--- src/rtl/reg_file_2r1w.sv ---
// Register file: DEPTH x WIDTH, two combinational read ports, one synchronous write port,
// optional zero register and write-to-read bypass, plus a word-per-cycle clear engine.
module reg_file_2r1w #(
    parameter int unsigned WIDTH    = 16,
    parameter int unsigned ADDR_W   = 4,
    parameter int unsigned ZERO_REG = 1,
    parameter int unsigned BYPASS   = 1
) (
    input  logic              clk,
    input  logic              rst_n,
    input  logic              we,
    input  logic [ADDR_W-1:0] waddr,
    input  logic [WIDTH-1:0]  wdata,
    input  logic [ADDR_W-1:0] raddr_a,
    output logic [WIDTH-1:0]  rdata_a,
    input  logic [ADDR_W-1:0] raddr_b,
    output logic [WIDTH-1:0]  rdata_b,
    input  logic              clear_req,
    output logic              busy
);

    localparam int unsigned DEPTH = 2 ** ADDR_W;

    typedef enum logic {
        IDLE  = 1'b0,
        CLEAR = 1'b1
    } state_t;

    state_t            state;
    logic [ADDR_W-1:0] ptr;
    logic [WIDTH-1:0]  mem [DEPTH];

    logic wr_ok;
    logic zero_a, zero_b;
    logic byp_a, byp_b;

    assign wr_ok = we && (state == IDLE) && !((ZERO_REG != 0) && (waddr == '0));

    always_ff @(posedge clk or negedge rst_n) begin
        if (!rst_n) begin
            state <= IDLE;
            ptr   <= '0;
            busy  <= 1'b0;
        end else begin
            case (state)
                IDLE: begin
                    if (clear_req) begin
                        state <= CLEAR;
                        ptr   <= '0;
                        busy  <= 1'b1;
                    end
                end
                CLEAR: begin
                    ptr <= ptr + ADDR_W'(1);
                    if (ptr == '1) begin
                        state <= IDLE;
                        busy  <= 1'b0;
                    end
                end
                default: begin
                    state <= IDLE;
                    busy  <= 1'b0;
                end
            endcase
        end
    end

    // A write on the edge that accepts clear_req still lands; the engine clears it later.
    always_ff @(posedge clk or negedge rst_n) begin
        if (!rst_n) begin
            mem <= '{default: '0};
        end else if (state == CLEAR) begin
            mem[ptr] <= '0;
        end else if (wr_ok) begin
            mem[waddr] <= wdata;
        end
    end

    always_comb begin
        zero_a = (ZERO_REG != 0) && (raddr_a == '0);
        zero_b = (ZERO_REG != 0) && (raddr_b == '0);
        byp_a  = (BYPASS != 0) && we && (state == IDLE) && (waddr == raddr_a);
        byp_b  = (BYPASS != 0) && we && (state == IDLE) && (waddr == raddr_b);
        rdata_a = mem[raddr_a];
        rdata_b = mem[raddr_b];
        if (byp_a) rdata_a = wdata;
        if (byp_b) rdata_b = wdata;
        if (zero_a) rdata_a = '0;
        if (zero_b) rdata_b = '0;
    end

endmodule

--- config.mk ---
export PLATFORM = sky130hd
export DESIGN_NAME = reg_file_2r1w
export DESIGN_NICKNAME = d
export VERILOG_FILES = /design/src/rtl/reg_file_2r1w.sv
export SDC_FILE = /design/constraint.sdc
export NUM_CORES = 1
export LEC_CHECK = 0
export BUFFER_PORTS_ARGS = -buffer_cell sky130_fd_sc_hd__clkbuf_2
export CAP_MARGIN = 20
export CORE_AREA = 2 2 206 208
export CTS_CLUSTER_SIZE = 14
export DETAILED_ROUTE_END_ITERATION = 10
export DIE_AREA = 0 0 208 210
export HOLD_SLACK_MARGIN = 0.1
export PLACE_DENSITY = 0.53
export SLEW_MARGIN = 20
export SYNTH_ARGS = -nofsm -noshare
export SYNTH_HDL_FRONTEND = slang
export SYNTH_SLANG_ARGS = --single-unit
--- constraint.sdc ---
create_clock -name clk -period 2.6 [get_ports clk]
set_clock_uncertainty 0.1 [all_clocks]
set_input_delay 0 -clock clk [delete_from_list [all_inputs] [get_ports clk]]
set_output_delay 0 -clock clk [all_outputs]
set_load 0.01 [all_outputs]
==> results.py, run 1 <==
metrics = {
    "run_status": {
        "outcome": "completed",
    },
    "worst_setup_path": {
        "critical_path_class": "reg2out",
        "cp_num_buf_inv": 1,
        "crit_chain": "nor2b_1 -> nand2_1 -> or2_2 -> a31oi_1 -> clkbuf_2",
        "regToRegSetupSlack_ns": 0.43,
        "cp-start-kind": "flip-flop",
        "r2r_cells": 4,
        "crit_slowest_cell": "dfrtp_1",
        "r2r_start": "state$_DFF_PN0_",
        "worst-path-max-fanout": 16,
        "cp.required_ns": 2.50,
        "critPathMaxStageDelay_ns": 0.48,
        "cpLargestDelayFamily": "simple AND/OR/NAND/NOR gates",
        "startpoint": "state$_DFF_PN0_",
        "crit_arrival_ns": 2.47,
        "r2r_end": "mem[175]$_DFFE_PN0P_",
        "endpoint_kind": "output pin",
    },
    "timing": {
        "slew_viol_final": 0,
        "rsz0062_at_grt": "yes",
        "finalCriticalPeriod_ns": 2.57,
        "setup_viol": 0,
        "slew_headroom": 0.232,
        "fmax_mhz": 389,
        "tightest_slew_ns": 1.15,
        "finalCritPeriodShare": 0.989,
        "hold_violations": 0,
    },
    "grt": {
        "grt_max_degree": 78,
        "grt_pass1_wl_um": 73100,
        "track_usage": 0.218,
        "antenna_found_initial": 0,
        "grt_pass1_vias": 10780,
        "grt_overflow": 0,
    },
    "synth": {
        "yosysMostFrequentCell": "dfrtp_1",
        "async_flop_share": 1.00,
        "synth_edf_count": 0,
        "yosys_warnings": 0,
        "synth_flop_cell": "dfrtp_1",
        "synth_cells": 1172,
        "netlist.area_leader.share": 0.455,
        "yosysUniqueCellTypes": 46,
        "synth_nets": 1208,
        "netlist_area_sq_um": 14400,
        "ys_ff_latch": 262,
        "yosys-top-cells-count": "262 x dfrtp_1, 224 x a22o_1, 144 x mux2i_1",
        "seq_area_frac_synth": 0.455,
        "netlist_top_cells_area": "dfrtp_1 46%, a22o_1 14%, mux2i_1 10%, mux4_2 10%, o22ai_1 2.9%",
        "avgSynthCellArea_sq_um": 12.3,
        "synth_area_leader_cell": "dfrtp_1",
    },
    "placed_design": {
        "io_buffers": 64,
        "dp_hpwl_um": 31600,
        "placed_cells_incl_taps": 1686,
        "gp_congestion": 0.872,
    },
    "cts": {
        "cts.sinks": 262,
        "clk_latency_ns": 0.57,
        "clkTransAtPathRegs_ns": 0.06,
        "cts_tree": "built",
        "cts.path.max_buffers": 3,
        "numCtsBuffers": 31,
        "cts-root-buf": "clkbuf_16",
        "htree_levels": 1,
    },
    "run": {
        "cap_violations": 0,
    },
    "drt": {
        "wl_met2_um": 21500,
        "dr.pass1.iters": 5,
        "viasPerCell": 6.04,
        "wirelength_um": 47400,
        "wl_per_cell_um": 26.9,
        "drcViolationCount": 0,
        "dr_total_vias": 10642,
        "dr_wl_met3_um": 2880,
        "ant_nets": 0,
        "drt_iter0_drc": 1080,
        "wl_met1_um": 22000,
        "topRoutingLayerUsed": "met4",
    },
    "hold_path": {
        "min_path_cells": 4,
        "min_from": "waddr[0]",
        "hold_path_class": "in2reg",
        "min_to": "mem[190]$_DFFE_PN0P_",
    },
    "power": {
        "ir_drop_uv": 479,
        "p_leak_nw": 7.38,
        "total_power_mw": 14.9,
        "power_density_nw_per_um2": 911,
    },
    "final_layout": {
        "n_antenna_cell": 0,
        "final_cells": 1762,
        "drive_gt1_frac": 0.226,
        "fillerInstances": 3936,
        "fin_nets": 1235,
        "area.growth.synth_to_final_pct": 13.8,
    },
    "floorplanning": {
        "start_util": 0.347,
        "die-area_sq_um": 43700,
        "ioPinCount": 65,
        "design.core.area_sq_um": 41500,
        "rows": 75,
        "die_h_um": 210,
        "die_w_um": 208,
    },
}
metal layers:
| metal | up-vias | global-route usage |
|---|---|---|
| li1 | 4698 | - |
| met5 | - | 0 |
| met1 | 5487 | 0.322 |
| met2 | 386 | 0.331 |
| met4 | 0 | 0.0611 |
| met3 | 71 | 0.0352 |
where the power goes:
part	leakage, nW	switching, mW	internal (mW)	total [mW]
clock	0.516	1.79	2.65	4.44
sequential	3.59	0.961	5.21	6.17
combinational	3.27	2.24	2.08	4.32
state kept, by name, summed over array words and instances, names as in the netlist:
name   count
mem      256
ptr        4
state      1
busy       1
worst max path at each step:
stage                      endpoint  depth (start not counted)
6_report                 rdata_a[6]                          5
5_1_grt                  rdata_b[6]                          5
4_1_cts                  rdata_a[6]                          5
3_5_place_dp             rdata_a[4]                          6
3_3_place_gp             rdata_a[4]                          6
2_1_floorplan  mem[198]$_DFFE_PN0P_                          7
kinds of logic after synthesis:
group,count (synthesis),share of synthesized area
AO/OA/AOI/OAI,420,0.229
flip-flops,262,0.455
multiplexers,210,0.202
buffers and inverters,147,0.0525
AND/OR/NAND/NOR,119,0.0519
XOR/XNOR,10,0.00609
adder cells (fa/ha/maj),4,0.00348
metrics by stage:
stage          TNS (ns)  area, sq um   util  hold slack [ns]  setup WS (ns)
2_1_floorplan         0        14400      -           -0.396          0.714
3_5_place_dp          0        15100  0.365          -0.0687          0.349
3_3_place_gp          0        15100  0.365          -0.0727          0.379
6_report              0        16400  0.395            0.144         0.0288
5_1_grt         -0.0650        16400  0.395            0.137        -0.0264
4_1_cts               0        16400  0.395            0.118         0.0635
layout make-up:
class	instances	area (sq um)	area share
flip-flops and latches	262	6560	0.400
well taps	539	674	0.0412
clock inverters	13	148	0.00901
multi-input cells	763	7100	0.433
repair buffers	138	1010	0.0619
clock buffers	44	885	0.0540
inverters	3	11.3	0.000687
placed cells by master, fill, tap and decap left out, types with 3 or more instances in the layout:
cell type,synthesis,final
nand2_1,23,23
ha_1,4,4
a22o_1,224,224
mux2i_1,144,144
a21oi_1,6,5
o21ai_0,17,17
nor2_2,8,8
a31oi_1,30,28
xnor2_1,9,9
buf_12,0,6
or3b_2,4,4
dlygate4sd3_1,0,19
bufinv_16,0,3
clkbuf_16,0,31
clkinv_2,0,8
mux4_2,64,64
clkbuf_2,4,59
a21oi_4,3,3
nor2b_1,17,17
a21oi_2,8,9
o22ai_1,66,66
nand3_1,35,35
nor2_8,3,3
dfrtp_1,262,262
buf_4,25,51
o31ai_1,33,33
or3_1,3,3
a211oi_1,32,32
nor2_1,3,3
clkbuf_8,0,6
clkbuf_1,72,7
or2_2,5,5
worst min-delay path, cell delays in order:
cell and delay [ns]:
clkbuf_2 0.23, nor3_4 0.08, buf_4 0.22, a22o_1 0.25
timing repair:
| action | 4_1_cts | 5_1_grt |
|---|---|---|
| hold buffers | 19 | 0 |
| setup endpoints to repair | 0 | 6 |
| gates resized for setup | 0 | 3 |
| setup buffers | 0 | 0 |
| endpoints found under the hold margin | 508 | 0 |
No activity file was read; power rests on OpenSTA's default activity.
==> run 2, diff against run 1 <==
--- a/config.mk
+++ b/config.mk
@@ -7,10 +7,10 @@
 export LEC_CHECK = 0
 export BUFFER_PORTS_ARGS = -buffer_cell sky130_fd_sc_hd__clkbuf_2
 export CAP_MARGIN = 20
-export CORE_AREA = 2 2 206 208
+export CORE_AREA = 2 2 238 181
 export CTS_CLUSTER_SIZE = 14
 export DETAILED_ROUTE_END_ITERATION = 10
-export DIE_AREA = 0 0 208 210
+export DIE_AREA = 0 0 240 183
 export HOLD_SLACK_MARGIN = 0.1
 export PLACE_DENSITY = 0.53
 export SLEW_MARGIN = 20
==> run 2 against run 1 <==
Final area is 0.60% higher. Sequential share of layout area is 0.24 points lower. Fmax hardly changed. Wire length is 7.1% higher. Register-to-register slack worse by 0.03 ns. Critical endpoint is now rdata_b[8]. Sequential power hardly changed. Combinational power is 5.6% higher.
==> results.py, run 2 (synthesis gave the netlist of run 1 again) <==
metrics = {
    "drt": {
        "ant_nets": 0,
        "dr_total_vias": 11120,
        "drcViolationCount": 0,
        "drt_iter0_drc": 1222,
        "dr.pass1.iters": 5,
        "wirelength_um": 50800,
        "wl_per_cell_um": 28.4,
        "viasPerCell": 6.22,
    },
    "floorplanning": {
        "rows": 65,
        "die_h_um": 183,
        "ioPinCount": 65,
        "die_w_um": 240,
        "design.core.area_sq_um": 41600,
        "die-area_sq_um": 43900,
        "start_util": 0.346,
    },
    "placed_design": {
        "place_area_sq_um": 15200,
        "dp_hpwl_um": 33500,
        "placed_cells_incl_taps": 1715,
        "pre_cts_slack_ns": 0.414,
        "gp_congestion": 0.982,
        "io_buffers": 64,
    },
    "power": {
        "total_power_mw": 15.3,
        "switchingPower_mw": 5.22,
        "p_clk_frac": 0.301,
        "swShare": 0.340,
        "p_seq_frac": 0.402,
        "power_frac_comb": 0.298,
        "power.internal_mw": 10.1,
        "power_density_nw_per_um2": 930,
        "p_leak_nw": 7.38,
        "ir_drop_uv": 484,
    },
    "final_layout": {
        "area.growth.synth_to_final_pct": 14.5,
        "final_common_cell": "dfrtp_1",
        "top_register": "mem",
        "drive_gt1_frac": 0.234,
        "final_cells": 1788,
        "fin_nets": 1234,
        "n_antenna_cell": 0,
        "final_cell_mix": "262 x dfrtp_1, 224 x a22o_1, 144 x mux2i_1",
        "top_regs": "mem (256), ptr (4)",
        "final_design_area_no_fill_sq_um": 16500,
        "largest_reg_flops": 256,
    },
    "run_status": {
        "outcome": "completed",
    },
    "timing": {
        "slew_headroom": 0.250,
        "rsz0062_at_grt": "yes",
        "whs_ns": 0.145,
        "tightest_slew_ns": 1.12,
        "setup_viol": 0,
        "finalCriticalPeriod_ns": 2.57,
        "fmax_mhz": 389,
        "final.setup.worst_slack_ns": 0.0282,
        "hold_violations": 0,
        "finalCritPeriodShare": 0.989,
        "slew_viol_final": 0,
    },
    "worst_setup_path": {
        "cp-start-kind": "flip-flop",
        "critical_path_class": "reg2out",
        "crit_arrival_ns": 2.47,
        "cp.required_ns": 2.50,
        "endpoint_kind": "output pin",
        "worst-path-max-fanout": 16,
    },
    "cts": {
        "htree_levels": 1,
        "clk_latency_ns": 0.58,
        "cts.path.max_buffers": 3,
        "clkTransAtPathRegs_ns": 0.07,
        "numCtsBuffers": 29,
        "cts_tree": "built",
        "postCtsSetupBuffers": 0,
        "cts-root-buf": "clkbuf_16",
        "cts.sinks": 262,
    },
    "grt": {
        "grt_pass1_vias": 10858,
        "grt_pass1_wl_um": 76100,
        "antenna_found_initial": 0,
        "grt_max_degree": 61,
        "grt_overflow": 0,
        "track_usage": 0.232,
    },
    "hold_path": {
        "hold_path_class": "in2reg",
    },
    "run": {
        "cap_violations": 0,
    },
}
[run 2: changes by cell type in the layout (fill, tap and decap cells not counted), sizes merged]
cell	delta
clkbuf	-11
bufinv	+4
buf	+1
clkinv	-2
inv	+1
clkinvlp	+3
[run 2: worst max-delay path, cell delays in order (launching register included)]
cell,delay [ns]
dfrtp_1,0.42
buf_4,0.18
nor2b_1,0.17
nand2_1,0.09
or2_2,0.45
a31oi_1,0.37
clkbuf_2,0.21
[run 2: layout make-up]
class                   count  area [sq um]
multi-input cells         763          7140
flip-flops and latches    262          6560
inverters                   3          11.3
well taps                 569           712
fillers                  3931         25200
clock buffers              33           761
repair buffers            139          1020
clock inverters            19           285
[run 2: worst paths after layout]
check                      cells past startpoint              endpoint                  from  slack (ns)
setup reg to reg                               5  mem[140]$_DFFE_PN0P_       state$_DFF_PN0_        0.40
hold / removal                                 4   mem[63]$_DFFE_PN0P_              waddr[0]        0.15
min in group asynchronous                      4  mem[145]$_DFFE_PN0P_                 rst_n        0.52
setup / recovery                               6            rdata_b[8]       state$_DFF_PN0_        0.03
hold reg to reg                                1  mem[249]$_DFFE_PN0P_  mem[249]$_DFFE_PN0P_        0.42
max in group asynchronous                      4  mem[188]$_DFFE_PN0P_                 rst_n        1.45
[run 2: power groups by stage]
stage          Combinational [mW]  Sequential [mW]  Clock, mW
2_1_floorplan                3.12             5.88          0
3_3_place_gp                 4.37             6.16          0
3_5_place_dp                 4.44             6.17          0
4_1_cts                      4.48             6.13       4.67
5_1_grt                      4.87             6.32       4.84
6_report                     4.56             6.16       4.61
[run 2: per-layer routing]
metal	vias to the layer above	GRT usage	routed length, um
li1	4688	-	-
met1	5852	0.359	23700
met2	503	0.317	21100
met3	77	0.0628	4660
met4	0	0.0584	1350
met5	-	0	0
[run 2: timing repair]
| item | 4_1_cts | 5_1_grt |
|---|---|---|
| resized for setup | 2 | 8 |
| setup endpoints to repair | 2 | 6 |
| endpoints found under the hold margin | 508 | 0 |
| cloned | 0 | 0 |
| hold buffers | 20 | 0 |
[run 2: metrics by stage]
step	util	TNS, ns
2_1_floorplan	-	0
5_1_grt	0.396	-0.0355
4_1_cts	0.394	0
3_3_place_gp	0.364	0
6_report	0.396	0
3_5_place_dp	0.364	0
==> run 3, diff against run 2 <==
==> constraint.sdc (replaced) <==
create_clock -name clk -period 2.6 [get_ports clk]
set_clock_uncertainty 0.1 [all_clocks]
set_input_delay 0.13 -clock clk [delete_from_list [all_inputs] [get_ports clk]]
set_output_delay 0.13 -clock clk [all_outputs]
set_load 0.01 [all_outputs]
==> run 3 against run 2 <==
Sequential power about the same. Highest routed layer unchanged. Clock power decreased by 13%. Sequential share of layout area grew 0.33 points. Final cell count fell by 0.22%. Via count decreased by 1.9%. Wire length is 4.1% lower. Critical path type unchanged. Register-to-register slack lost 0.06 ns. Non-clock buffer count unchanged. Critical endpoint is now rdata_a[14]. Core utilization shrank 0.32 points.
==> results.py, run 3 (synthesis gave the netlist of run 1 again) <==
metrics = {
    "floorplanning": {
        "rows": 65,
        "ioPinCount": 65,
        "design.core.area_sq_um": 41600,
        "die_w_um": 240,
        "die_h_um": 183,
        "die-area_sq_um": 43900,
        "start_util": 0.346,
    },
    "timing": {
        "finalCriticalPeriod_ns": 2.52,
        "fin_setup_tns_ns": 0,
        "final.setup.worst_slack_ns": 0.0833,
        "slew_viol_final": 0,
        "fmax_mhz": 397,
        "setup_viol": 0,
        "finalCritPeriodShare": 0.968,
        "hold_violations": 0,
        "tightest_slew_ns": 1.12,
        "slew_headroom": 0.254,
        "rsz0062_at_grt": "no",
    },
    "worst_setup_path": {
        "worst-path-max-fanout": 3,
        "cp-start-kind": "flip-flop",
        "crit_chain": "mux4_2 -> mux2_2 -> a211oi_1 -> a21oi_2 -> clkbuf_2",
        "endpoint_kind": "output pin",
        "crit_slowest_cell": "mux4_2",
        "cp.required_ns": 2.37,
        "crit_arrival_ns": 2.29,
        "critical_path_class": "reg2out",
        "critPathMaxStageDelay_ns": 0.46,
    },
    "drt": {
        "drt_iter0_drc": 1117,
        "drcViolationCount": 0,
        "viasPerCell": 6.11,
        "dr_total_vias": 10904,
        "wirelength_um": 48700,
        "wl_per_cell_um": 27.3,
        "ant_nets": 0,
        "dr.pass1.iters": 5,
    },
    "cts": {
        "htree_levels": 1,
        "cts-root-buf": "clkbuf_16",
        "cts_tree": "built",
        "postCtsSetupBuffers": 0,
        "cts.sinks": 262,
        "clk_latency_ns": 0.56,
        "clkTransAtPathRegs_ns": 0.07,
        "cts.path.max_buffers": 3,
        "numCtsBuffers": 28,
    },
    "placed_design": {
        "gp_congestion": 0.928,
        "place_area_sq_um": 15200,
        "dp_hpwl_um": 32400,
        "pre_cts_slack_ns": 0.299,
        "io_buffers": 64,
    },
    "power": {
        "p_leak_nw": 7.33,
        "total_power_mw": 14.7,
        "ir_drop_uv": 446,
        "power_density_nw_per_um2": 897,
    },
    "run": {
        "cap_violations": 0,
    },
    "final_layout": {
        "final_common_cell": "dfrtp_1",
        "fillerInstances": 3985,
        "final_core_util": 0.393,
        "top_regs": "mem (256), ptr (4)",
        "n_antenna_cell": 0,
        "final_cell_mix": "262 x dfrtp_1, 224 x a22o_1, 144 x mux2i_1",
        "final_design_area_no_fill_sq_um": 16400,
        "largest_reg_flops": 256,
        "fin_nets": 1233,
        "drive_gt1_frac": 0.230,
        "area.growth.synth_to_final_pct": 13.6,
        "top_register": "mem",
    },
    "grt": {
        "grt_pass1_vias": 10919,
        "track_usage": 0.224,
        "antenna_found_initial": 0,
        "grt_max_degree": 75,
        "grt_overflow": 0,
        "grt_pass1_wl_um": 74400,
    },
    "run_status": {
        "outcome": "completed",
    },
    "hold_path": {
        "hold_path_class": "in2reg",
    },
}
-- run 3: changes by cell type in the layout (fill, tap and decap cells not counted), sizes merged --
cell         before  now
inv               5    3
clkinv            7    5
buf              61   64
clkbuf           92   98
bufinv            7    1
dlygate4sd3      19   16
-- run 3: final timing paths --
kind / slack [ns] / depth (start not counted) / start / endpoint
setup / recovery: 0.08 / 5 / mem[126]$_DFFE_PN0P_ / rdata_a[14]
hold / removal: 0.11 / 2 / wdata[7] / mem[199]$_DFFE_PN0P_
setup reg to reg: 0.34 / 4 / state$_DFF_PN0_ / mem[137]$_DFFE_PN0P_
hold reg to reg: 0.42 / 1 / mem[111]$_DFFE_PN0P_ / mem[111]$_DFFE_PN0P_
max in group asynchronous: 0.94 / 4 / rst_n / mem[87]$_DFFE_PN0P_
min in group asynchronous: 0.57 / 3 / rst_n / mem[210]$_DFFE_PN0P_
-- run 3: worst max-delay path: cells and delay by family, from the launching register on --
| kind | cells | cell delay [ns] |
|---|---|---|
| flip-flops | 1 | 0.40 |
| AO/OA/AOI/OAI | 2 | 0.42 |
| buffers and inverters | 1 | 0.14 |
| multiplexers | 2 | 0.76 |
-- run 3: power by group --
group	switching [mW]	internal, mW
clock	1.72	2.29
sequential	0.977	5.20
combinational	2.37	2.11
-- run 3: through the flow --
step	hold WS (ns)	instances
after floorplan	-0.266	1172
after global placement	0.0456	1720
after detailed placement	0.0454	1720
after CTS	0.108	1784
after global routing	0.135	1784
final	0.115	1784
-- run 3: layout make-up --
cell class / instances / area (sq um) / share of cell area
Tap cell: 569 / 712 / 0.0435
Inverter: 3 / 11.3 / 0.000689
Clock inverter: 9 / 77.6 / 0.00474
Clock buffer: 39 / 823 / 0.0504
Timing Repair Buffer: 139 / 1040 / 0.0635
Multi-Input combinational cell: 763 / 7130 / 0.436
Sequential cell: 262 / 6560 / 0.401
-- run 3: per-layer routing --
metal | share of wire | global-route usage
met5 | 0 | 0
met4 | 0.026 | 0.0544
met3 | 0.074 | 0.0397
met2 | 0.42 | 0.320
met1 | 0.48 | 0.349
-- run 3: repair_timing --
item	CTS	global route
setup endpoints to repair	3	24
endpoints found under the hold margin	428	0
resized for setup	3	6
hold buffers	16	0
